==> config.mk <==
export PLATFORM = sky130hd
export DESIGN_NAME = imm_gen_stage
export DESIGN_NICKNAME = d
export VERILOG_FILES = /design/src/rtl/imm_gen_stage.sv
export SDC_FILE = /design/constraint.sdc
export NUM_CORES = 1
export LEC_CHECK = 0
export CORE_MARGIN = 1
export CORE_UTILIZATION = 46
export CTS_CLUSTER_DIAMETER = 120
export CTS_CLUSTER_SIZE = 8
export DETAILED_ROUTE_END_ITERATION = 8
export PLACE_DENSITY = 0.77
export SLEW_MARGIN = 20
export SYNTH_ARGS = -nofsm -noshare
export SYNTH_HDL_FRONTEND = slang
export SYNTH_SLANG_ARGS = --single-unit
==> constraint.sdc <==
create_clock -name clk -period 1.7 [get_ports clk]
set_clock_uncertainty 0.05 [all_clocks]
set_input_delay 0.255 -clock clk [delete_from_list [all_inputs] [get_ports clk]]
set_output_delay 0.255 -clock clk [all_outputs]
set_load 0.1 [all_outputs]
==> src/rtl/imm_gen_stage.sv <==
// Registered immediate generator for decode with a 2-entry skid buffer (M + K), 1-cycle latency.
// in_ready comes straight from the skid state register; IMM_CSR_ZIMM_EN enables the CSR zimm format.
module imm_gen_stage #(
  parameter int XLEN    = 32,
  parameter int SHAMT_W = (XLEN == 64) ? 6 : 5
) (
  input  logic            clk,
  input  logic            rst,
  input  logic            flush,
  input  logic            in_valid,
  output logic            in_ready,
  input  logic [31:0]     in_instr,
  input  logic [XLEN-1:0] in_pc,
  output logic            out_valid,
  input  logic            out_ready,
  output logic [31:0]     out_instr,
  output logic [XLEN-1:0] out_pc,
  output logic [XLEN-1:0] out_imm,
  output logic [2:0]      out_fmt,
  output logic            out_illegal
);

  localparam logic [2:0] FMT_R  = 3'd0;
  localparam logic [2:0] FMT_I  = 3'd1;
  localparam logic [2:0] FMT_S  = 3'd2;
  localparam logic [2:0] FMT_B  = 3'd3;
  localparam logic [2:0] FMT_U  = 3'd4;
  localparam logic [2:0] FMT_J  = 3'd5;
  localparam logic [2:0] FMT_SH = 3'd6;
`ifdef IMM_CSR_ZIMM_EN
  localparam logic [2:0] FMT_Z  = 3'd7;
`endif

  typedef struct packed {
    logic [31:0]     instr;
    logic [XLEN-1:0] pc;
    logic [XLEN-1:0] imm;
    logic [2:0]      fmt;
    logic            illegal;
  } entry_t;

  typedef enum logic {ONE, TWO} state_t;

  state_t state_q, state_d;
  logic   m_valid, m_valid_d;
  entry_t m_q, k_q, dec;
  logic   accept, xfer, load_m, load_k, m_from_k;

  // All formats are first built as 32-bit values, then widened from bit 31.
  function automatic logic [XLEN-1:0] sx(input logic [31:0] v);
    sx = {{(XLEN-31){v[31]}}, v[30:0]};
  endfunction

  always_comb begin
    dec         = '0;
    dec.instr   = in_instr;
    dec.pc      = in_pc;
    dec.fmt     = FMT_R;
    dec.illegal = 1'b0;
    case (in_instr[6:0])
      7'b0110111, 7'b0010111: begin
        dec.fmt = FMT_U;
        dec.imm = sx({in_instr[31:12], 12'h000});
      end
      7'b1101111: begin
        dec.fmt = FMT_J;
        dec.imm = sx({{12{in_instr[31]}}, in_instr[19:12], in_instr[20], in_instr[30:21], 1'b0});
      end
      7'b1100011: begin
        dec.fmt = FMT_B;
        dec.imm = sx({{20{in_instr[31]}}, in_instr[7], in_instr[30:25], in_instr[11:8], 1'b0});
      end
      7'b0100011: begin
        dec.fmt = FMT_S;
        dec.imm = sx({{20{in_instr[31]}}, in_instr[31:25], in_instr[11:7]});
      end
      7'b0000011, 7'b1100111, 7'b0001111: begin
        dec.fmt = FMT_I;
        dec.imm = sx({{20{in_instr[31]}}, in_instr[31:20]});
      end
      7'b0010011: begin
        if (in_instr[13:12] == 2'b01) begin
          dec.fmt                = FMT_SH;
          dec.imm[SHAMT_W-1:0]   = in_instr[20 +: SHAMT_W];
        end else begin
          dec.fmt = FMT_I;
          dec.imm = sx({{20{in_instr[31]}}, in_instr[31:20]});
        end
      end
      7'b0110011: dec.fmt = FMT_R;
      7'b1110011: begin
`ifdef IMM_CSR_ZIMM_EN
        if (in_instr[14]) begin
          dec.fmt      = FMT_Z;
          dec.imm[4:0] = in_instr[19:15];
        end else begin
          dec.fmt = FMT_I;
          dec.imm = sx({{20{in_instr[31]}}, in_instr[31:20]});
        end
`else
        dec.fmt = FMT_I;
        dec.imm = sx({{20{in_instr[31]}}, in_instr[31:20]});
`endif
      end
      default: dec.illegal = 1'b1;
    endcase
  end

  assign in_ready  = (state_q == ONE);
  assign out_valid = m_valid;
  assign accept    = in_valid & in_ready;
  assign xfer      = m_valid & out_ready;

  always_comb begin
    state_d   = state_q;
    m_valid_d = m_valid;
    load_m    = 1'b0;
    load_k    = 1'b0;
    m_from_k  = 1'b0;
    case (state_q)
      ONE: begin
        if (accept) begin
          if (!m_valid || out_ready) begin
            load_m    = 1'b1;
            m_valid_d = 1'b1;
          end else begin
            load_k  = 1'b1;
            state_d = TWO;
          end
        end else if (xfer) begin
          m_valid_d = 1'b0;
        end
      end
      TWO: begin
        if (xfer) begin
          m_from_k = 1'b1;
          state_d  = ONE;
        end
      end
      default: state_d = ONE;
    endcase
    // A redirect squashes everything held and any same-cycle accept.
    if (flush) begin
      state_d   = ONE;
      m_valid_d = 1'b0;
      load_m    = 1'b0;
      load_k    = 1'b0;
      m_from_k  = 1'b0;
    end
  end

  always_ff @(posedge clk) begin
    if (rst) begin
      state_q <= ONE;
      m_valid <= 1'b0;
      m_q     <= '0;
      k_q     <= '0;
    end else begin
      state_q <= state_d;
      m_valid <= m_valid_d;
      if (load_m)        m_q <= dec;
      else if (m_from_k) m_q <= k_q;
      if (load_k)        k_q <= dec;
    end
  end

  assign out_instr   = m_q.instr;
  assign out_pc      = m_q.pc;
  assign out_imm     = m_q.imm;
  assign out_fmt     = m_q.fmt;
  assign out_illegal = m_q.illegal;

endmodule

==> results of run 1 <==
## routing by layer
| metal | up-vias | global-route usage |
|---|---|---|
| met2 | 408 | 0.4758 |
| met1 | 3949 | 0.3467 |
| met4 | 0 | 0.1217 |
| met3 | 105 | 0.05480 |
| met5 | - | 0 |
| li1 | 3840 | - |
## Yosys cell counts, types with 2 or more instances
master	instances	share of area
o21ai_1	13	0.0081
buf_2	27	0.017
buf_1	4	0.0019
nor3_1	9	0.0056
a21oi_1	137	0.086
clkbuf_1	49	0.023
or3_1	2	0.0016
dfxtp_1	202	0.50
nand4b_1	2	0.0022
nor2_1	28	0.013
a21oi_2	3	0.0033
and2_1	4	0.0031
a22oi_1	71	0.066
a311oi_1	10	0.011
a211oi_1	5	0.0047
a32o_1	12	0.015
nor3_2	2	0.0025
o21ai_0	4	0.0025
and4b_1	2	0.0025
buf_4	2	0.0019
a31oi_1	2	0.0016
a221oi_1	10	0.011
a221o_1	28	0.035
inv_1	3	0.0014
nor2b_1	2	0.0016
nand2_1	300	0.14
nand3_1	4	0.0025
nor4_4	2	0.0053
nand2b_1	2	0.0016
## layout by cell type, fill, tap and decap left out, types with 8 or more instances in the layout
| cell | instances |
|---|---|
| a21oi_1 | 114 |
| clkdlybuf4s50_1 | 60 |
| dfxtp_1 | 200 |
| a22oi_1 | 68 |
| a32o_1 | 12 |
| o21ai_1 | 14 |
| nor3_1 | 8 |
| nor2_1 | 22 |
| clkbuf_16 | 32 |
| nand2_1 | 294 |
| a21oi_2 | 25 |
| a221o_1 | 28 |
| buf_12 | 122 |
| buf_6 | 10 |
| buf_4 | 67 |
## repair_timing
action | in CTS | in global routing
setup buffers | 0 | 14
hold buffers | 0 | 0
resized for setup | 19 | 76
gates cloned | 2 | 5
endpoints found under the setup margin | 107 | 166
pin swaps | 2 | 54
## final timing paths
path	slack, ps	cells past startpoint	from	endpoint
setup / recovery	-90	6	out_valid	out_imm[30]
hold / removal	80	3	in_instr[6]	out_instr[6]
setup reg to reg	-90	6	out_valid	out_imm[30]
hold reg to reg	400	2	k_q[88]	k_q[88]
## sequential cells by signal (all words and copies together) (netlist names)
name / count
out_illegal: 1
state_q: 1
out_valid: 1
k_q: 100
out_pc: 32
out_imm: 32
out_fmt: 3
out_instr: 32
## kinds of logic after synthesis
family,after synthesis
and+or+nand+nor,370
AOI/OAI and AO/OA,305
DFF,202
buffers and inverters,86
## stage by stage
stage	util	hold slack (ps)
detailed placement	0.6904	396.7
global route	0.7673	100.7
CTS	0.7396	133.4
floorplan	-	322.7
finish	0.7673	80.50
global placement	0.6904	391.7
## cell type report
type                    instances  area share
flip-flops and latches        202      0.3137
multi-input cells             676      0.3071
repair buffers                272      0.2988
clock buffers                  30     0.05653
well taps                     220     0.02133
clock inverters                 2    0.001357
inverters                       4    0.001163
## power by group
part / switching, W / internal [W]
Clock: 0.00193 / 0.00298
Sequential: 0.000114 / 0.00486
Combinational: 0.00122 / 0.000777
Total: 0.00326 / 0.00861
## critical path: cells and delay by family, from the launching register on
kind | cells | cell delay [ps]
and+or+nand+nor | 3 | 590
DFF | 1 | 350
buffers and inverters | 2 | 340
AOI/OAI and AO/OA | 1 | 330
==> results.yml, run 1 <==
cells_and_area:
  multi_input_area_sq_mm: 0.003963
  synthToLayoutAreaGrowth_pct: 60.96
  fillers: 1094
  seqCellArea_sq_mm: 0.004049
  n_antenna_cell: 0
  fin_cells: 1406
  fin_area_sq_mm: 0.01290
  drive_gt1_frac: 0.2673
  final_net_count: 1254
synthesis:
  postSynthAreaPerCell_sq_um: 8.326
  synthSimpleGateAreaFrac: 0.1941
  synth-xor-area-share: 0
  synth_cells: 963
  synthDistinctLibCells: 51
  async_flop_share: 0
  synthMuxAreaShare: 0
  synth_top_family_by_area: "compound AO/OA/AOI/OAI gates"
  yosys_warnings: 0
  yosys_register_bits: 202
  synth_edf_count: 0
  synthAdderAreaFrac: 0
  synth_area_sq_mm: 0.008018
  syn_nets: 1032
  synth_flop_cell: "dfxtp_1"
  seq_area_frac_synth: 0.5044
  synth_compound_area_frac: 0.2561
floorplan:
  io_pins: 171
  start_util: 0.4767
  die-area_sq_mm: 0.01796
  fp.dieH_um: 134.0
  die_w_um: 134.0
  core_sq_mm: 0.01682
  row_count: 47
job:
  drv_cap: 0
timing:
  setup_viol: 23
  fin_crit_sh: 1.050
  relSlewSlack: 0.5689
  setup_slack_ps: -85.79
  finalHoldViolations: 0
  final_max_slew_viol_count: 0
  setup_tns_ps: -832.1
  max_slew.worst_pin.slew_ps: 646.6
  max_clock_freq_mhz: 560.0
  finalWorstPathRequiredPeriod_ps: 1786
  rsz0062_at_grt: "yes"
clocking:
  clk-insertion-delay-late_ps: 530
  clk_pin_slew_ps: 50
  cts_root_buf: "clkbuf_16"
  cts_buffer_depth: 3
  cts_tree: "built"
  clock_sinks: 202
  numCtsBuffers: 29
  cts_max_level: 1
place:
  dpl-instance-area_sq_mm: 0.01161
  pre_cts_slack_ps: -729.9
  port_buffers: 170
  hpwl_um: 16540
  dp.cells: 1358
  routabilityCongestion: 0.8579
run_status:
  status: "complete, but fails checks"
  violations: "setup timing"
global_routing:
  grt_pass1_vias: 7976
  grt_pass1_wl_um: 40670
  grt_antenna_before_repair: 0
  grt_usage: 0.2807
  grt_overflow: 0
  grt_max_degree: 96
route:
  vias: 8302
  wl_met2_um: 13180
  ant_nets: 0
  highest_layer: "met4"
  drt_wl_total_um: 27180
  dr.pass1.iters: 5
  wl_met1_um: 10570
  viasPerCell: 5.905
  route.met3.wl_um: 2122
  drtIter0Drc: 696
  drc_errors: 0
  drt-wirelength-per-cell_um: 19.33
critical_path:
  crit_fanout: 21
  worst_setup_path_start_kind: "register"
  critPathKind: "register to register"
  slowest_delay_ps: 350
  required_ps: 2050
  crit_path_end_kind: "register"
  crit_chain: "and2b_2, nor3_4, buf_4, nor2_2, buf_12, a221o_1"
  slowest_stage: "dfxtp_4"
  arrival_ps: 2140
pwr:
  total_power_w: 0.01187
  ir_drop_uv: 745.5
  leakagePower_nw: 4.831
  powerDensity_mw_per_mm2: 919.7
worst_hold_path:
  hold_class: "primary input to register"
Note: power is estimated with default switching activity, not from simulation.
==> run 2, diff against run 1 <==
CAP_MARGIN = 20   (was unset)
==> results of run 2 <==
Final layout, timing and power as in run 1 (identical DEF).
